$ cat src/rtl/invaders_pkg.sv
// -----------------------------------------------------------------------------
// invaders_pkg
// Shared types and constants for the alien fleet formation logic.
//   fleet_state_t : march / terminal states of the fleet controller
//   NUM_ALIENS    : fleet size (FLEET_ROWS x FLEET_COLS)
//   col_of/row_of : alien index -> grid position (index = row*FLEET_COLS + col)
// -----------------------------------------------------------------------------
package invaders_pkg;

   typedef enum logic [1:0] {
      MARCH_R = 2'd0,
      MARCH_L = 2'd1,
      CLEARED = 2'd2,
      INVADED = 2'd3
   } fleet_state_t;

   localparam int NUM_ALIENS = 15;
   localparam int FLEET_COLS = 5;
   localparam int FLEET_ROWS = 3;

   function automatic logic [2:0] col_of(input logic [3:0] idx);
      return 3'(int'(idx) % FLEET_COLS);
   endfunction

   function automatic logic [1:0] row_of(input logic [3:0] idx);
      return 2'(int'(idx) / FLEET_COLS);
   endfunction

endpackage

$ cat src/rtl/frame_tick_sync.sv
// -----------------------------------------------------------------------------
// frame_tick_sync
// Brings the asynchronous frame strobe into the clk domain and turns each
// rising edge into a single-cycle tick.
//   clk      : destination clock
//   rst_n    : asynchronous active-low reset
//   async_in : asynchronous level input (VGA vertical sync)
//   tick     : one-cycle pulse, high in the second cycle after the input rises
//              is first sampled, so consumers update on the third clk edge
// -----------------------------------------------------------------------------
module frame_tick_sync (
   input  logic clk,
   input  logic rst_n,
   input  logic async_in,
   output logic tick
);

   logic sync1_reg;
   logic sync2_reg;
   logic prev_reg;

   always_ff @(posedge clk or negedge rst_n) begin
      if (!rst_n) begin
         sync1_reg <= 1'b0;
         sync2_reg <= 1'b0;
         prev_reg  <= 1'b0;
      end else begin
         sync1_reg <= async_in;
         sync2_reg <= sync1_reg;
         prev_reg  <= sync2_reg;
      end
   end

   // Decoded only from flops, so the pulse is glitch-free.
   assign tick = sync2_reg & ~prev_reg;

endmodule

$ cat src/rtl/alien_fleet_ctrl.sv
// -----------------------------------------------------------------------------
// alien_fleet_ctrl
// Formation controller for the 3x5 alien fleet: one shared origin that marches
// left/right and drops at the screen edges, an alive mask cleared by missile
// hits, and a march rate that speeds up as aliens die.
//   Clk, Reset_n     : clock, asynchronous active-low reset
//   frame_clk        : VGA_VS, asynchronous; each rising edge is a frame tick
//   Restart          : one-cycle pulse, reload the fleet from any state
//   hit_valid/index  : hit strobe and alien index (0-14, others ignored)
//   FleetX/FleetY    : fleet origin; alien i at (X + col*COL_PITCH, Y + row*ROW_PITCH)
//   AliveMask        : bit i = alien i alive
//   FleetState       : MARCH_R / MARCH_L / CLEARED / INVADED
//   Cleared/Invaded  : terminal-state flags
//   Score            : 4-digit BCD kill count when SCORE_EN is defined,
//                      otherwise constant zero
// Optional feature macro: SCORE_EN
// -----------------------------------------------------------------------------
module alien_fleet_ctrl
   import invaders_pkg::*;
#(
   parameter int COL_PITCH        = 40,
   parameter int ROW_PITCH        = 25,
   parameter int ALIEN_W          = 30,
   parameter int ALIEN_H          = 20,
   parameter int START_X          = 100,
   parameter int START_Y          = 40,
   parameter int STEP_X           = 4,
   parameter int STEP_Y           = 10,
   parameter int X_MIN            = 0,
   parameter int X_MAX            = 639,
   parameter int INVADE_Y         = 400,
   parameter int MIN_PERIOD       = 2,
   parameter int PERIOD_PER_ALIEN = 2
) (
   input  logic         Clk,
   input  logic         Reset_n,
   input  logic         frame_clk,
   input  logic         Restart,
   input  logic         hit_valid,
   input  logic [3:0]   hit_index,
   output logic [9:0]   FleetX,
   output logic [9:0]   FleetY,
   output logic [14:0]  AliveMask,
   output fleet_state_t FleetState,
   output logic         Cleared,
   output logic         Invaded,
   output logic [15:0]  Score
);

   logic                  frame_tick;
   logic [5:0]            frame_cnt_reg;
   logic [FLEET_COLS-1:0] col_live;
   logic [FLEET_ROWS-1:0] row_live;
   logic [2:0]            leftcol;
   logic [2:0]            rightcol;
   logic [1:0]            botrow;
   logic [3:0]            alive_cnt;
   logic [6:0]            period_m1;
   logic                  step_due;
   logic                  is_march;
   logic [15:0]           mask_ext;
   logic                  hit_live;
   logic [14:0]           mask_next;
   logic [10:0]           right_edge;
   logic [10:0]           left_edge;
   logic [9:0]            drop_y;
   logic [10:0]           bottom_edge;
   logic                  past_right;
   logic                  past_left;
   logic                  invade;

   frame_tick_sync u_tick (
      .clk      (Clk),
      .rst_n    (Reset_n),
      .async_in (frame_clk),
      .tick     (frame_tick)
   );

   // Which columns / rows still hold at least one live alien.
   always_comb begin
      col_live = '0;
      row_live = '0;
      for (int i = 0; i < NUM_ALIENS; i++) begin
         if (AliveMask[i]) begin
            col_live[col_of(4'(i))] = 1'b1;
            row_live[row_of(4'(i))] = 1'b1;
         end
      end
   end

   always_comb begin
      leftcol  = '0;
      rightcol = '0;
      botrow   = '0;
      for (int c = FLEET_COLS - 1; c >= 0; c--)
         if (col_live[c]) leftcol = 3'(c);
      for (int c = 0; c < FLEET_COLS; c++)
         if (col_live[c]) rightcol = 3'(c);
      for (int r = 0; r < FLEET_ROWS; r++)
         if (row_live[r]) botrow = 2'(r);
   end

   assign alive_cnt = 4'($countones(AliveMask));
   assign period_m1 = 7'(MIN_PERIOD) + 7'(alive_cnt) * 7'(PERIOD_PER_ALIEN) - 7'd1;
   assign step_due  = {1'b0, frame_cnt_reg} >= period_m1;
   assign is_march  = (FleetState == MARCH_R) || (FleetState == MARCH_L);

   // Padding bit 15 with zero makes index 15 read as "already dead".
   assign mask_ext  = {1'b0, AliveMask};
   assign hit_live  = hit_valid & mask_ext[hit_index];
   assign mask_next = AliveMask & ~(15'd1 << hit_index);

   // Extent compares are widened to 11 bits so edge sums cannot wrap.
   assign right_edge  = {1'b0, FleetX} + 11'(rightcol) * 11'(COL_PITCH) + 11'(ALIEN_W + STEP_X);
   assign left_edge   = {1'b0, FleetX} + 11'(leftcol) * 11'(COL_PITCH);
   assign past_right  = right_edge > 11'(X_MAX);
   assign past_left   = left_edge < 11'(X_MIN + STEP_X);
   assign drop_y      = FleetY + 10'(STEP_Y);
   assign bottom_edge = {1'b0, drop_y} + 11'(botrow) * 11'(ROW_PITCH) + 11'(ALIEN_H);
   assign invade      = bottom_edge >= 11'(INVADE_Y);

   always_ff @(posedge Clk or negedge Reset_n) begin
      if (!Reset_n) begin
         FleetX        <= 10'(START_X);
         FleetY        <= 10'(START_Y);
         AliveMask     <= 15'h7FFF;
         FleetState    <= MARCH_R;
         frame_cnt_reg <= '0;
         Cleared       <= 1'b0;
         Invaded       <= 1'b0;
      end else if (Restart) begin
         FleetX        <= 10'(START_X);
         FleetY        <= 10'(START_Y);
         AliveMask     <= 15'h7FFF;
         FleetState    <= MARCH_R;
         frame_cnt_reg <= '0;
         Cleared       <= 1'b0;
         Invaded       <= 1'b0;
      end else if (is_march) begin
         if (hit_live)
            AliveMask <= mask_next;
         // Losing the last alien wins over any step in the same cycle.
         if (hit_live && (mask_next == '0)) begin
            FleetState <= CLEARED;
            Cleared    <= 1'b1;
         end else if (frame_tick) begin
            if (step_due) begin
               frame_cnt_reg <= '0;
               if (FleetState == MARCH_R) begin
                  if (past_right) begin
                     FleetY <= drop_y;
                     if (invade) begin
                        FleetState <= INVADED;
                        Invaded    <= 1'b1;
                     end else begin
                        FleetState <= MARCH_L;
                     end
                  end else begin
                     FleetX <= FleetX + 10'(STEP_X);
                  end
               end else begin
                  if (past_left) begin
                     FleetY <= drop_y;
                     if (invade) begin
                        FleetState <= INVADED;
                        Invaded    <= 1'b1;
                     end else begin
                        FleetState <= MARCH_R;
                     end
                  end else begin
                     FleetX <= FleetX - 10'(STEP_X);
                  end
               end
            end else begin
               frame_cnt_reg <= frame_cnt_reg + 6'd1;
            end
         end
      end
   end

`ifdef SCORE_EN
   // BCD ripple increment; the carry out of the top digit means 9999,
   // which doubles as the saturation condition.
   logic [15:0] score_inc;
   logic [4:0]  bcd_carry;

   assign bcd_carry[0] = 1'b1;

   for (genvar gi = 0; gi < 4; gi++) begin : g_bcd
      logic digit_nine;
      assign digit_nine         = (Score[gi*4 +: 4] == 4'd9);
      assign score_inc[gi*4 +: 4] = !bcd_carry[gi] ? Score[gi*4 +: 4] :
                                    digit_nine      ? 4'd0 :
                                                      Score[gi*4 +: 4] + 4'd1;
      assign bcd_carry[gi+1]    = bcd_carry[gi] & digit_nine;
   end

   always_ff @(posedge Clk or negedge Reset_n) begin
      if (!Reset_n)
         Score <= 16'h0000;
      else if (Restart)
         Score <= 16'h0000;
      else if (is_march && hit_live && !bcd_carry[4])
         Score <= score_inc;
   end
`else
   assign Score = 16'h0000;
`endif

endmodule
$ cat config.mk
export PLATFORM = sky130hd
export DESIGN_NAME = alien_fleet_ctrl
export DESIGN_NICKNAME = d
export VERILOG_FILES = /design/src/rtl/invaders_pkg.sv /design/src/rtl/frame_tick_sync.sv /design/src/rtl/alien_fleet_ctrl.sv
export SDC_FILE = /design/constraint.sdc
export NUM_CORES = 1
export LEC_CHECK = 0
export BUFFER_PORTS_ARGS = -buffer_cell sky130_fd_sc_hd__buf_2
export CAP_MARGIN = 20
export CORE_MARGIN = 4
export CORE_UTILIZATION = 55
export DETAILED_ROUTE_END_ITERATION = 8
export GPL_TIMING_DRIVEN = 0
export PLACE_DENSITY_LB_ADDON = 0.1
export SLEW_MARGIN = 20
export SYNTH_ARGS = -nofsm -noshare
export SYNTH_HDL_FRONTEND = slang
export SYNTH_SLANG_ARGS = --single-unit
$ cat constraint.sdc
create_clock -name Clk -period 6.6 [get_ports Clk]
set_input_delay 0.66 -clock Clk [delete_from_list [all_inputs] [get_ports Clk]]
set_output_delay 0.66 -clock Clk [all_outputs]
set_load 0.1 [all_outputs]
==> results.yml <==
outcome:
  status: "finished, final reports clean"
yosys:
  yosys-top-cells-count: "ha_1 (47), inv_1 (42), nor2_1 (39)"
  synth_cell_types: 74
  synth_edf_count: 0
  synth_ff_type: "dfrtp_1"
  ys_seq_area_share_pct: 27.2
  yosysTopAreaCell: "dfrtp_1"
  avgSynthCellArea_um2: 9.42
  synth.ff_latch_count: 45
  synth_top_area_share_pct: 14.8
  ys.warnings.count: 0
  synth.cell_area_um2: 4230
  synth.area.top_cells: "dfrtp_1 (15%), ha_1 (14%), dfstp_2 (12%)"
  yosysMostFrequentCell: "ha_1"
  synth_cells: 449
  synthArstFlopShare_pct: 100
timing:
  timing_hold_violations_final: 0
  report.final.slew_viol_count: 0
  min_period_ps: 5870
  fin_skew_ps: 10.5
  period_share_pct: 88.9
  fmaxAchievable_mhz: 170
  tns_ps: 0
  finalSetupViolations: 0
  rsz0062_at_grt: "no"
  worst_pin_slew_ps: 916
  relSlewSlack_pct: 38.4
global_route:
  grt.total_usage_pct: 24.3
  grt_max_degree: 46
  grt_pass1_wl_um: 17500
  grt_pass1_vias: 3565
  grt.overflow.total: 0
  antenna_found_initial: 0
routing:
  drt_iter0_drc: 157
  drc_errors: 0
  wirelength_um: 10400
  dr.pass1.iters: 4
  vias: 3541
  via_per_inst: 5.74
  wire_per_inst_um: 16.9
  drtAntennaViolNets: 0
run:
  drv_cap: 0
final_layout:
  reg_top3: "AliveMask (15), FleetY (9), FleetX (8)"
  num-nets-final: 587
  area_growth_pct: 11.8
  largest_reg_flops: 15
  n_antenna_cell: 0
  instances_no_fill: 617
  regMostFlops: "AliveMask"
  fin_util_pct: 64.2
  design_area_um2: 4730
  final_layout_size_suffix_gt1_share_pct: 23.9
floorplan:
  start_util_pct: 57.4
  ios: 64
  dieHeight_um: 95.7
  rows: 31
  die-area_um2: 9160
  die_w_um: 95.7
  core_area_um2: 7370
worst_setup_path:
  cp.required_ps: 6810
  worstReg2RegEnd: "FleetX[3]"
  crit_buf_inv: 3
  rrSetupSlack_ps: 730
  cp_common_cell: "fa_1"
  r2r_cells: 16
  r2r_start: "AliveMask[0]"
  worst-path-stages: 16
  timing_worst_setup_path_type: "reg -> reg"
  crit_path_start_kind: "flip-flop"
  crit_path_cell_trace: "inv_1 -> fa_1 -> fa_1 -> fa_1 -> fa_1 -> inv_1 -> fa_1 -> inv_1 -> fa_1 -> ha_1 -> a21oi_1 -> o21ai_0 -> nand2_1 -> nor4_1 -> nand2b_1 -> o31ai_1"
  cp_slowest_cell: "nor4_1"
  critPathTopFamily: "adder cells"
  max_stage_delay_ps: 840
  cp-endpoint: "FleetX[3]"
  endpoint_kind: "flip-flop"
  cp.arrival_ps: 6080
  cp_max_fo: 8
  cp-startpoint: "AliveMask[0]"
pwr:
  p_leak_nw: 2.25
  vdd_ir_drop_max_mv: 0.0954
  pwr-share-clk_pct: 30.7
  seqPwrFrac_pct: 47.2
  power.total_mw: 0.612
  power_frac_comb_pct: 22.1
  power.switching_mw: 0.221
  power_density_nw_per_um2: 129
  p_int_mw: 0.392
  p_sw_share_pct: 36.1
clock_tree:
  clkLatencyLatePin_ps: 310
  cts_tree: "done"
  clockBufferDepth: 2
  cts.sinks: 45
  cts_setup_buffers: 0
  postCtsHoldBufs: 0
  numCtsBuffers: 5
  cts_root_buffer: "clkbuf_8"
  cts-resized-gates: 0
  h-tree-depth: 2
  clkTransAtPathRegs_ps: 100
placed_design:
  port_buffers: 41
  place.gp.congestion: 0.903
  dpl_cell_area_um2: 4630
  dpl.hpwl_um: 7990
  placed_cells: 609
min_path:
  hp-class: "in -> async"
cell usage in the layout, fill, tap and decap left out, types with 7 or more instances in the layout:
cell      instances
clkbuf_8          7
nand3_1          10
dfstp_2          20
inv_1            42
a21oi_1          24
dfrtp_1          25
conb_1           21
a21o_1            9
nor2_1           39
nor3_1           16
xor2_1            7
nor4_1           10
o21ai_0          12
xnor2_1           9
buf_4            20
fa_1             14
ha_1             47
nand2_1          21
buf_2            41
power by group through the flow:
stage | Sequential, mW | Combinational [mW] | Clock (mW)
after detailed placement | 0.294 | 0.135 | 0
after floorplan | 0.306 | 0.0991 | 0
after CTS | 0.289 | 0.135 | 0.191
after global placement | 0.294 | 0.133 | 0
after global routing | 0.290 | 0.146 | 0.201
final | 0.289 | 0.135 | 0.188
cell type report:
class                      count  area, um^2
inverter                      43         161
buffer                        31         246
clock inverter                 3        25.0
sequential                    45        1150
fill                         673        2640
timing repair buffer          41         208
clock buffer                   5        68.8
multi-input combinational    350        2750
tap                           99         124
cell families (layout without fill, tap and decap cells):
kind of cell	Yosys count	after routing	synth area share, %
buf+inv	74	123	9.64
simple gates	145	145	19.3
xor+xnor	16	16	3.31
other cells	1	21	0.0887
mux	11	11	3.70
compound gates	96	96	16.2
flops	45	45	27.2
fa+ha+maj	61	61	20.5
routing by layer:
metal	GRT usage, %	wire [um]	part of all wire (%)
met1	33.8	4680	45
met5	0	0	0
met4	4.86	109	1.0
met2	40.6	5120	49
met3	3.21	510	4.9
through the flow:
step	worst slack (ps)	hold slack (ps)
after floorplan	1040	331
after global placement	832	374
after detailed placement	742	370
after CTS	712	392
after global routing	306	386
final	732	348
worst min-delay path by stage:
stage	to	slack [ps]
finish	FleetY[6]	350
global placement	u_tick.prev_reg	370
CTS	u_tick.sync2_reg	390
global route	FleetY[6]	390
detailed placement	u_tick.sync2_reg	370
floorplan	u_tick.sync2_reg	330
No activity file was read; power rests on OpenSTA's default activity.
